$ cat src/rtl/mem_access_unit.sv
// mem_access_unit: load/store stage that turns byte-addressed requests into word-memory commands.
// Define MAU_BYTE_ACCESS_EN to build byte loads and read-modify-write byte stores.
module mem_access_unit #(
  parameter int DEPTH = 12,
  parameter int TAG_W = 4
) (
  input  logic             clk_i,
  input  logic             reset_ni,
  input  logic             req_valid_i,
  output logic             req_ready_o,
  input  logic             req_load_i,
  input  logic             req_byte_i,
  input  logic [31:0]      req_addr_i,
  input  logic [31:0]      req_wdata_i,
  input  logic [TAG_W-1:0] req_rd_i,
  output logic             resp_valid_o,
  output logic             resp_we_o,
  output logic [TAG_W-1:0] resp_rd_o,
  output logic [31:0]      resp_data_o,
  output logic             resp_fault_o,
  output logic             mem_valid_o,
  output logic             mem_r_not_w_o,
  output logic [31:0]      mem_addr_o,
  output logic [31:0]      mem_data_o,
  input  logic [31:0]      mem_data_i
);

`ifdef MAU_BYTE_ACCESS_EN
  typedef enum logic [1:0] {IDLE = 2'd0, ISSUE = 2'd1, CAPTURE = 2'd2, WRITE = 2'd3} state_t;
`else
  typedef enum logic [1:0] {IDLE = 2'd0, ISSUE = 2'd1, CAPTURE = 2'd2} state_t;
`endif

  state_t            state, state_nxt;
  logic              armed;
  logic              accept, fault, req_read, op_read;
  logic [31:0]       req_index;
  logic              op_load;
  logic [TAG_W-1:0]  op_rd;

  logic              mem_valid_d, mem_r_not_w_d;
  logic [31:0]       mem_addr_d, mem_data_d;
  logic              resp_valid_d, resp_we_d, resp_fault_d;
  logic [TAG_W-1:0]  resp_rd_d;
  logic [31:0]       resp_data_d;

`ifdef MAU_BYTE_ACCESS_EN
  logic              op_byte;
  logic [1:0]        op_lane;
  logic [7:0]        op_wbyte;

  function automatic logic [7:0] lane_sel(input logic [31:0] w, input logic [1:0] lane);
    case (lane)
      2'd0:    return w[7:0];
      2'd1:    return w[15:8];
      2'd2:    return w[23:16];
      default: return w[31:24];
    endcase
  endfunction

  function automatic logic [31:0] lane_merge(input logic [31:0] w, input logic [1:0] lane,
                                             input logic [7:0] b);
    case (lane)
      2'd0:    return {w[31:8], b};
      2'd1:    return {w[31:16], b, w[7:0]};
      2'd2:    return {w[31:24], b, w[15:0]};
      default: return {b, w[23:0]};
    endcase
  endfunction

  assign req_read = req_load_i | req_byte_i;
  assign op_read  = op_load | op_byte;
`else
  assign req_read = req_load_i;
  assign op_read  = op_load;
`endif

  // Handshake: a request transfers on a rising edge where req_valid_i and req_ready_o are
  // both high; ready depends only on state, never on valid. Responses cannot be stalled.
  assign req_ready_o = armed & (state == IDLE);
  assign accept      = req_valid_i & req_ready_o;
  assign req_index   = {2'b00, req_addr_i[31:2]};

`ifdef MAU_BYTE_ACCESS_EN
  assign fault = (req_index >= 32'(DEPTH)) | (!req_byte_i && (req_addr_i[1:0] != 2'b00));
`else
  assign fault = (req_index >= 32'(DEPTH)) | (req_addr_i[1:0] != 2'b00) | req_byte_i;
`endif

  // State register; armed holds ready low until the first edge after reset release.
  always_ff @(posedge clk_i or negedge reset_ni) begin
    if (!reset_ni) begin
      state <= IDLE;
      armed <= 1'b0;
    end else begin
      state <= state_nxt;
      armed <= 1'b1;
    end
  end

  always_comb begin
    state_nxt = state;
    case (state)
      IDLE:    if (accept && !fault) state_nxt = ISSUE;
      ISSUE:   state_nxt = op_read ? CAPTURE : IDLE;
`ifdef MAU_BYTE_ACCESS_EN
      CAPTURE: state_nxt = op_load ? IDLE : WRITE;
      WRITE:   state_nxt = IDLE;
`else
      CAPTURE: state_nxt = IDLE;
`endif
      default: state_nxt = IDLE;
    endcase
  end

  // Next values for the registered outputs.
  always_comb begin
    mem_valid_d   = 1'b0;
    mem_r_not_w_d = mem_r_not_w_o;
    mem_addr_d    = mem_addr_o;
    mem_data_d    = mem_data_o;
    resp_valid_d  = 1'b0;
    resp_we_d     = 1'b0;
    resp_fault_d  = 1'b0;
    resp_rd_d     = '0;
    resp_data_d   = '0;
    case (state)
      IDLE: begin
        if (accept) begin
          if (fault) begin
            resp_valid_d = 1'b1;
            resp_fault_d = 1'b1;
            resp_rd_d    = req_rd_i;
          end else begin
            mem_valid_d   = 1'b1;
            mem_r_not_w_d = req_read;
            mem_addr_d    = req_index;
            if (!req_read) mem_data_d = req_wdata_i;
          end
        end
      end
      ISSUE: begin
        if (!op_read) begin
          resp_valid_d = 1'b1;
          resp_rd_d    = op_rd;
        end
      end
      CAPTURE: begin
        if (op_load) begin
          resp_valid_d = 1'b1;
          resp_we_d    = 1'b1;
          resp_rd_d    = op_rd;
`ifdef MAU_BYTE_ACCESS_EN
          resp_data_d  = op_byte ? {24'd0, lane_sel(mem_data_i, op_lane)} : mem_data_i;
        end else begin
          mem_valid_d   = 1'b1;
          mem_r_not_w_d = 1'b0;
          mem_data_d    = lane_merge(mem_data_i, op_lane, op_wbyte);
`else
          resp_data_d  = mem_data_i;
`endif
        end
      end
`ifdef MAU_BYTE_ACCESS_EN
      WRITE: begin
        resp_valid_d = 1'b1;
        resp_rd_d    = op_rd;
      end
`endif
      default: ;
    endcase
  end

  always_ff @(posedge clk_i or negedge reset_ni) begin
    if (!reset_ni) begin
      mem_valid_o   <= 1'b0;
      mem_r_not_w_o <= 1'b0;
      mem_addr_o    <= '0;
      mem_data_o    <= '0;
      resp_valid_o  <= 1'b0;
      resp_we_o     <= 1'b0;
      resp_fault_o  <= 1'b0;
      resp_rd_o     <= '0;
      resp_data_o   <= '0;
    end else begin
      mem_valid_o   <= mem_valid_d;
      mem_r_not_w_o <= mem_r_not_w_d;
      mem_addr_o    <= mem_addr_d;
      mem_data_o    <= mem_data_d;
      resp_valid_o  <= resp_valid_d;
      resp_we_o     <= resp_we_d;
      resp_fault_o  <= resp_fault_d;
      resp_rd_o     <= resp_rd_d;
      resp_data_o   <= resp_data_d;
    end
  end

  // Request context kept for the later phases of a multi-cycle access.
  always_ff @(posedge clk_i or negedge reset_ni) begin
    if (!reset_ni) begin
      op_load  <= 1'b0;
      op_rd    <= '0;
`ifdef MAU_BYTE_ACCESS_EN
      op_byte  <= 1'b0;
      op_lane  <= 2'd0;
      op_wbyte <= 8'd0;
`endif
    end else if (accept && !fault) begin
      op_load  <= req_load_i;
      op_rd    <= req_rd_i;
`ifdef MAU_BYTE_ACCESS_EN
      op_byte  <= req_byte_i;
      op_lane  <= req_addr_i[1:0];
      op_wbyte <= req_wdata_i[7:0];
`endif
    end
  end

endmodule

$ cat config.mk
export PLATFORM = sky130hd
export DESIGN_NAME = mem_access_unit
export DESIGN_NICKNAME = d
export VERILOG_FILES = /design/src/rtl/mem_access_unit.sv
export SDC_FILE = /design/constraint.sdc
export NUM_CORES = 1
export LEC_CHECK = 0
export ABC_AREA = 1
export CORE_UTILIZATION = 67
export DETAILED_ROUTE_END_ITERATION = 8
export DONT_BUFFER_PORTS = 1
export PLACE_DENSITY_LB_ADDON = 0.08
export RECOVER_POWER = 100
export SLEW_MARGIN = 15
export SYNTH_ARGS = -nofsm -noshare
export SYNTH_HDL_FRONTEND = slang
export SYNTH_SLANG_ARGS = --single-unit
$ cat constraint.sdc
create_clock -name clk_i -period 1.95 [get_ports clk_i]
set_input_delay 0.39 -clock clk_i [delete_from_list [all_inputs] [get_ports clk_i]]
set_output_delay 0.39 -clock clk_i [all_outputs]
set_load 0.05 [all_outputs]
==> out/qor.yml, run 1 <==
status:
  outcome: "finished, violations left"
  failed_checks: "negative hold slack"
drt:
  viasPerCell: 5.36
  drt.antenna.violating_nets: 0
  routedWlPerCell_um: 16.1
  dr.pass1.iters: 4
  routed_wl_mm: 8.23
  num_vias: 2746
  drt_iter0_drc: 170
  drc_errors: 0
setup_path:
  reg2reg_slack_ps: 300
  crit_family: "flip-flops"
  r2r_end: "mem_addr_o[29]"
  worstSetupStartpoint: "state[1]"
  cp_slowest_cell: "dfrtp_1"
  rr_worst_depth: 6
  critical_path.endpoint_type: "primary output"
  path_cells: "nor3b_2 > clkbuf_2"
  cp_num_buf_inv: 1
  path_class: "reg2out"
  cp.arrival_ps: 1300
  path_depth: 2
  slowest_delay_ps: 410
  critPathRequiredTime_ps: 1560
  crit_fanout: 2
  endpoint: "req_ready_o"
  r2r_start: "state[1]"
  cp-start-kind: "flop"
yosys:
  ys_warn_count: 0
  synth-seq-cells: 111
  synth_top_family_by_area: "simple AND/OR/NAND/NOR gates"
  postSynthCellCount: 432
  muxShareOfSynthArea: 0
  yosys.area_share.simple: 0.226
  yosys.area.top_type: "dfrtp_1"
  synth_area_leaders: "dfrtp_1, nand2_1, nor2_1, inv_1, nand4_1"
  synth-adder-area-share: 0
  synth_cell_types: 23
  synth_xor_xnor_area_share: 0
  syn_area_per_cell_um2: 9.84
  synth_top_area_share: 0.654
  ys_seq_area_frac: 0.654
  synth_area_um2: 4250
  synth_compound_area_frac: 0.0177
clocking:
  clock-root-buffer: "clkbuf_8"
  cts_resized: 0
  cts_setup_buffers: 0
  clk_latency_ps: 360
  numClockSinks: 111
  cts_tree: "done"
  clock_path_buffers: 2
  path_clk_slew_ps: 100
  numCtsBuffers: 9
  h-tree-depth: 3
place:
  placed_cell_area_um2: 4250
  gp_congestion: 0.736
  pre_cts_ws_ps: 242
  hpwl_mm: 5.90
  port_buffers: 0
pwr:
  pwr-share-clk: 0.333
  total_power_uw: 3610
  peakVddDrop_v: 0.000515
  power.share.combinational: 0.022
  power_density_nw_per_um2: 819
  p_int_uw: 2790
  p_switching_uw: 817
  switching_share: 0.226
  power_leakage_uw: 0.00255
  p_seq_frac: 0.645
sta:
  worst_slack_ps: 258
  skew_ps: 12.3
  min_period_ps: 1690
  max_freq_mhz: 591
  slew_viol_final: 0
  fin_tns_setup_ps: 0
  setup_viol: 0
  maxSlewHeadroom: 0.592
  final.period_utilization: 0.868
  worst_slew_pin_slew_ps: 613
  finalHoldWorstSlack_ps: -293
  rsz0062_at_grt: "false"
  hold_viol_final: 111
floorplanning:
  initial_core_util: 0.705
  die-width_um: 81.6
  ios: 211
  rows: 28
  dieArea_um2: 6660
  coreArea_um2: 6030
  die_y_um: 81.6
grt:
  grt_first_pass_wirelength_mm: 11.7
  overflow: 0
  grt_max_degree: 112
  antenna_found_initial: 0
  grt_pass1_vias: 2424
  grt_usage: 0.243
final_layout:
  final_cell_mix: "dfrtp_1, nand2_1, nor2_1, inv_1, nand4_1"
  diodes: 0
  drive_gt1_frac: 0.0847
  final_common_cell: "dfrtp_1"
  layout.nets: 537
  fin_area_um2: 4410
  syn_to_final_growth_pct: 3.71
flow_run:
  maxCapViolCount: 0
worst_hold_path:
  min_path_type: "in2async"
## through the flow
stage,utilization,instances
2_1_floorplan,-,433
3_3_place_gp,0.706,496
3_5_place_dp,0.706,496
4_1_cts,0.734,512
5_1_grt,0.731,512
6_report,0.731,512
## cell type report
type / count / area [um^2]
well taps: 75 / 93.8
clock buffers: 9 / 124
inverters: 70 / 267
fillers: 446 / 1620
flip-flops and latches: 111 / 2780
multi-input cells: 231 / 1030
clock inverters: 7 / 48.8
repair buffers: 9 / 62.6
## per-layer routing
metal / vias to the layer above / GRT usage / share of wire
met1: 1276 / 0.268 / 0.36
met4: 0 / 0.135 / 0.029
met2: 156 / 0.418 / 0.52
met5: - / 0 / 0
met3: 23 / 0.0767 / 0.096
li1: 1291 / - / -
## cells by family after synthesis
kind of cell,Yosys count
DFF,111
AOI/OAI and AO/OA,12
other,2
buffers and inverters,91
and+or+nand+nor,216
## synth_stat cells, drive strengths merged
library cell / number
clkinv: 1
o21ai: 12
or2: 1
nor2: 80
clkbuf: 6
conb: 2
nand2: 101
dfrtp: 111
nand4: 32
nor3b: 1
nand3: 1
buf: 15
inv: 69
## worst min path at each step
stage / start / endpoint / slack, ps / cells past startpoint
floorplan: reset_ni / armed / 90 / 0
global placement: reset_ni / mem_addr_o[10] / 100 / 0
detailed placement: reset_ni / mem_addr_o[10] / 100 / 0
CTS: reset_ni / mem_addr_o[10] / -300 / 0
global route: reset_ni / mem_addr_o[14] / -310 / 0
finish: reset_ni / mem_addr_o[10] / -290 / 0
## state kept, by name, summed over array words and instances (netlist names)
register,count
mem_r_not_w_o,1
armed,1
mem_addr_o,30
state,2
resp_data_o,32
resp_we_o,1
resp_valid_o,1
op_rd,4
op_load,1
resp_rd_o,4
resp_fault_o,1
mem_valid_o,1
mem_data_o,32
## power groups by stage
| stage | combinational, uW | sequential (uW) | clock [uW] |
|---|---|---|---|
| after CTS | 80.0 | 2330 | 1230 |
| final | 78.6 | 2330 | 1200 |
| after detailed placement | 79.5 | 2370 | 0 |
| after global placement | 79.0 | 2370 | 0 |
| after floorplan | 67.2 | 2370 | 0 |
| after global routing | 87.2 | 2330 | 1320 |
Note: power is estimated with default switching activity, not from simulation.
==> run 2: changes to the inputs <==
CAP_MARGIN = 20   (was not set)
==> results of run 2 <==
The final DEF is identical to that of run 1; final timing and power are the same.
==> run 3: changes to the inputs <==
ABC_CLOCK_PERIOD_IN_PS = 2190   (was not set)
clock period = 2.19 ns   (was 1.95 ns; I/O delays follow)
==> run 3 against run 2 <==
  * The flow still finishes with violations (negative hold slack)
  * Flip-flop and latch count did not move
  * Setup slack gained 80 ps
  * Core utilization increased by 0.46 points
  * Routed wire length is 1.5% lower
  * Count of clock-buffer cells in the layout grew 1
  * Power down 1.1%
  * Highest routed layer unchanged
==> out/qor.yml, run 3 (synthesis gave the netlist of run 1 again) <==
sta:
  final.period_utilization: 0.846
  worst_slew_pin_slew_ps: 1290  # +677 ps
  max_freq_mhz: 540
  slew_viol_final: 0  # unchanged
  finalHoldWorstSlack_ps: -235  # +58.1 ps
  maxSlewHeadroom: 0.140  # -0.452
  setup_viol: 0  # unchanged
  skew_ps: 11.4  # -0.882 ps
  rsz0062_at_grt: "false"
  hold_viol_final: 111  # unchanged
  min_period_ps: 1850
  worst_slack_ps: 338  # +79.9 ps
  fin_tns_setup_ps: 0  # unchanged
setup_path:
  path_class: "reg2reg"
  critPathRequiredTime_ps: 2420  # +860 ps
  crit_fanout: 32  # +30
  reg2reg_slack_ps: 340  # +40 ps
  r2r_end: "mem_data_o[27]"
  critical_path.endpoint_type: "flop"
  rr_worst_depth: 6  # unchanged
  r2r_start: "state[0]"
  cp.arrival_ps: 2090  # +790 ps
  cp-start-kind: "flop"
drt:
  viasPerCell: 5.32  # -0.72%
  routed_wl_mm: 8.10  # -1.5%
  drt.antenna.violating_nets: 0  # unchanged
  drt_iter0_drc: 113  # -34%
  dr.pass1.iters: 4  # unchanged
  drc_errors: 0  # unchanged
  num_vias: 2705  # -1.5%
  routedWlPerCell_um: 16.0  # -0.77%
status:
  failed_checks: "negative hold slack"
  outcome: "finished, violations left"
floorplanning:
  rows: 28  # unchanged
  die_y_um: 81.6  # unchanged
  die-width_um: 81.6  # unchanged
  ios: 211  # unchanged
  coreArea_um2: 6030  # unchanged
  dieArea_um2: 6660  # unchanged
  initial_core_util: 0.705  # unchanged
clocking:
  cts_tree: "done"
  numClockSinks: 111  # unchanged
  cts_resized: 0  # unchanged
  h-tree-depth: 3  # unchanged
  path_clk_slew_ps: 100  # about the same
  numCtsBuffers: 9  # unchanged
  clock_path_buffers: 2  # unchanged
  clk_latency_ps: 360  # about the same
  clock-root-buffer: "clkbuf_8"
grt:
  grt_max_degree: 112  # unchanged
  overflow: 0  # unchanged
  grt_first_pass_wirelength_mm: 11.3  # -3.7%
  grt_usage: 0.234  # -0.00935
  antenna_found_initial: 0  # unchanged
  grt_pass1_vias: 2376  # -2.0%
final_layout:
  drive_gt1_frac: 0.0624  # -0.0223
  multi_input_area_um2: 1020  # -1.2%
  final_common_cell: "dfrtp_1"
  syn_to_final_growth_pct: 4.36
  diodes: 0  # unchanged
  nFillCells: 462  # +3.6%
  regArea_um2: 2780  # unchanged
  final_cell_mix: "dfrtp_1, nand2_1, nor2_1, inv_1, nand4_1"
  top_regs: "mem_data_o x32, resp_data_o x32, mem_addr_o x30"
  layout.nets: 533  # -0.74%
place:
  gp_congestion: 0.734  # -0.31%
  hpwl_mm: 5.66  # -4.1%
  pre_cts_ws_ps: 399  # +158 ps
  port_buffers: 0  # unchanged
pwr:
  power_density_nw_per_um2: 805  # -1.7%
  total_power_uw: 3570  # -1.1%
  peakVddDrop_v: 0.000563  # +9.3%
  power_leakage_uw: 0.00256  # +0.20%
flow_run:
  maxCapViolCount: 0  # unchanged
worst_hold_path:
  min_path_type: "in2async"
## run 3: cell count changes in the layout (fill, tap and decap cells not counted), sizes merged
cell / delta
clkinvlp: -1
buf: -4
clkbuf: +1
clkinv: -5
inv: +2
bufinv: +3
## run 3: critical path: stages, from the launching register on
cell	delay [ps]
dfrtp_1	410
nor3b_1	250
nand2_1	130
inv_2	350
nand3_4	360
nand2_1	160
nand2_1	70
## run 3: per-layer routing
layer  track usage  share of wire  routed length, um
met2         0.373           0.50               4030
met1         0.282           0.38               3060
met4         0.149          0.046                369
met5             0              0                  0
met3        0.0633          0.079                642
## run 3: stage by stage
step                area (um^2)   util  hold WS (ps)  std cells
finish                     4430  0.736          -235        508
global placement           4220  0.701           144        492
CTS                        4460  0.741          -251        508
detailed placement         4220  0.701           144        492
floorplan                  4250      -           142        433
global route               4430  0.736          -265        508
## run 3: worst max-delay path by stage
stage / start / endpoint / slack [ps]
6_report: state[0] / mem_data_o[27] / 340
3_5_place_dp: req_addr_i[21] / mem_data_o[27] / 400
3_3_place_gp: req_addr_i[23] / mem_data_o[8] / 470
4_1_cts: state[1] / mem_data_o[27] / 390
5_1_grt: state[1] / mem_data_o[24] / 140
2_1_floorplan: state[1] / mem_data_o[10] / 250
## run 3: layout make-up
| cell class | count | area share |
|---|---|---|
| timing repair buffer | 5 | 0.00705 |
| clock buffer | 10 | 0.0288 |
| clock inverter | 6 | 0.0260 |
| sequential | 111 | 0.626 |
| multi-input combinational | 231 | 0.230 |
| inverter | 70 | 0.0604 |
| tap | 75 | 0.0212 |
## run 3: report_power, final
group	total (uW)	internal [uW]	switching, uW
clock	1430	769	661
sequential	2070	2050	20.0
combinational	67.4	16.2	51.2
total	3570	2840	732
## run 3: timing repair
action                                  in CTS  in global routing
endpoints found under the setup margin       0                  0
buffers inserted                             0                  0
endpoints found under the hold margin      111                111
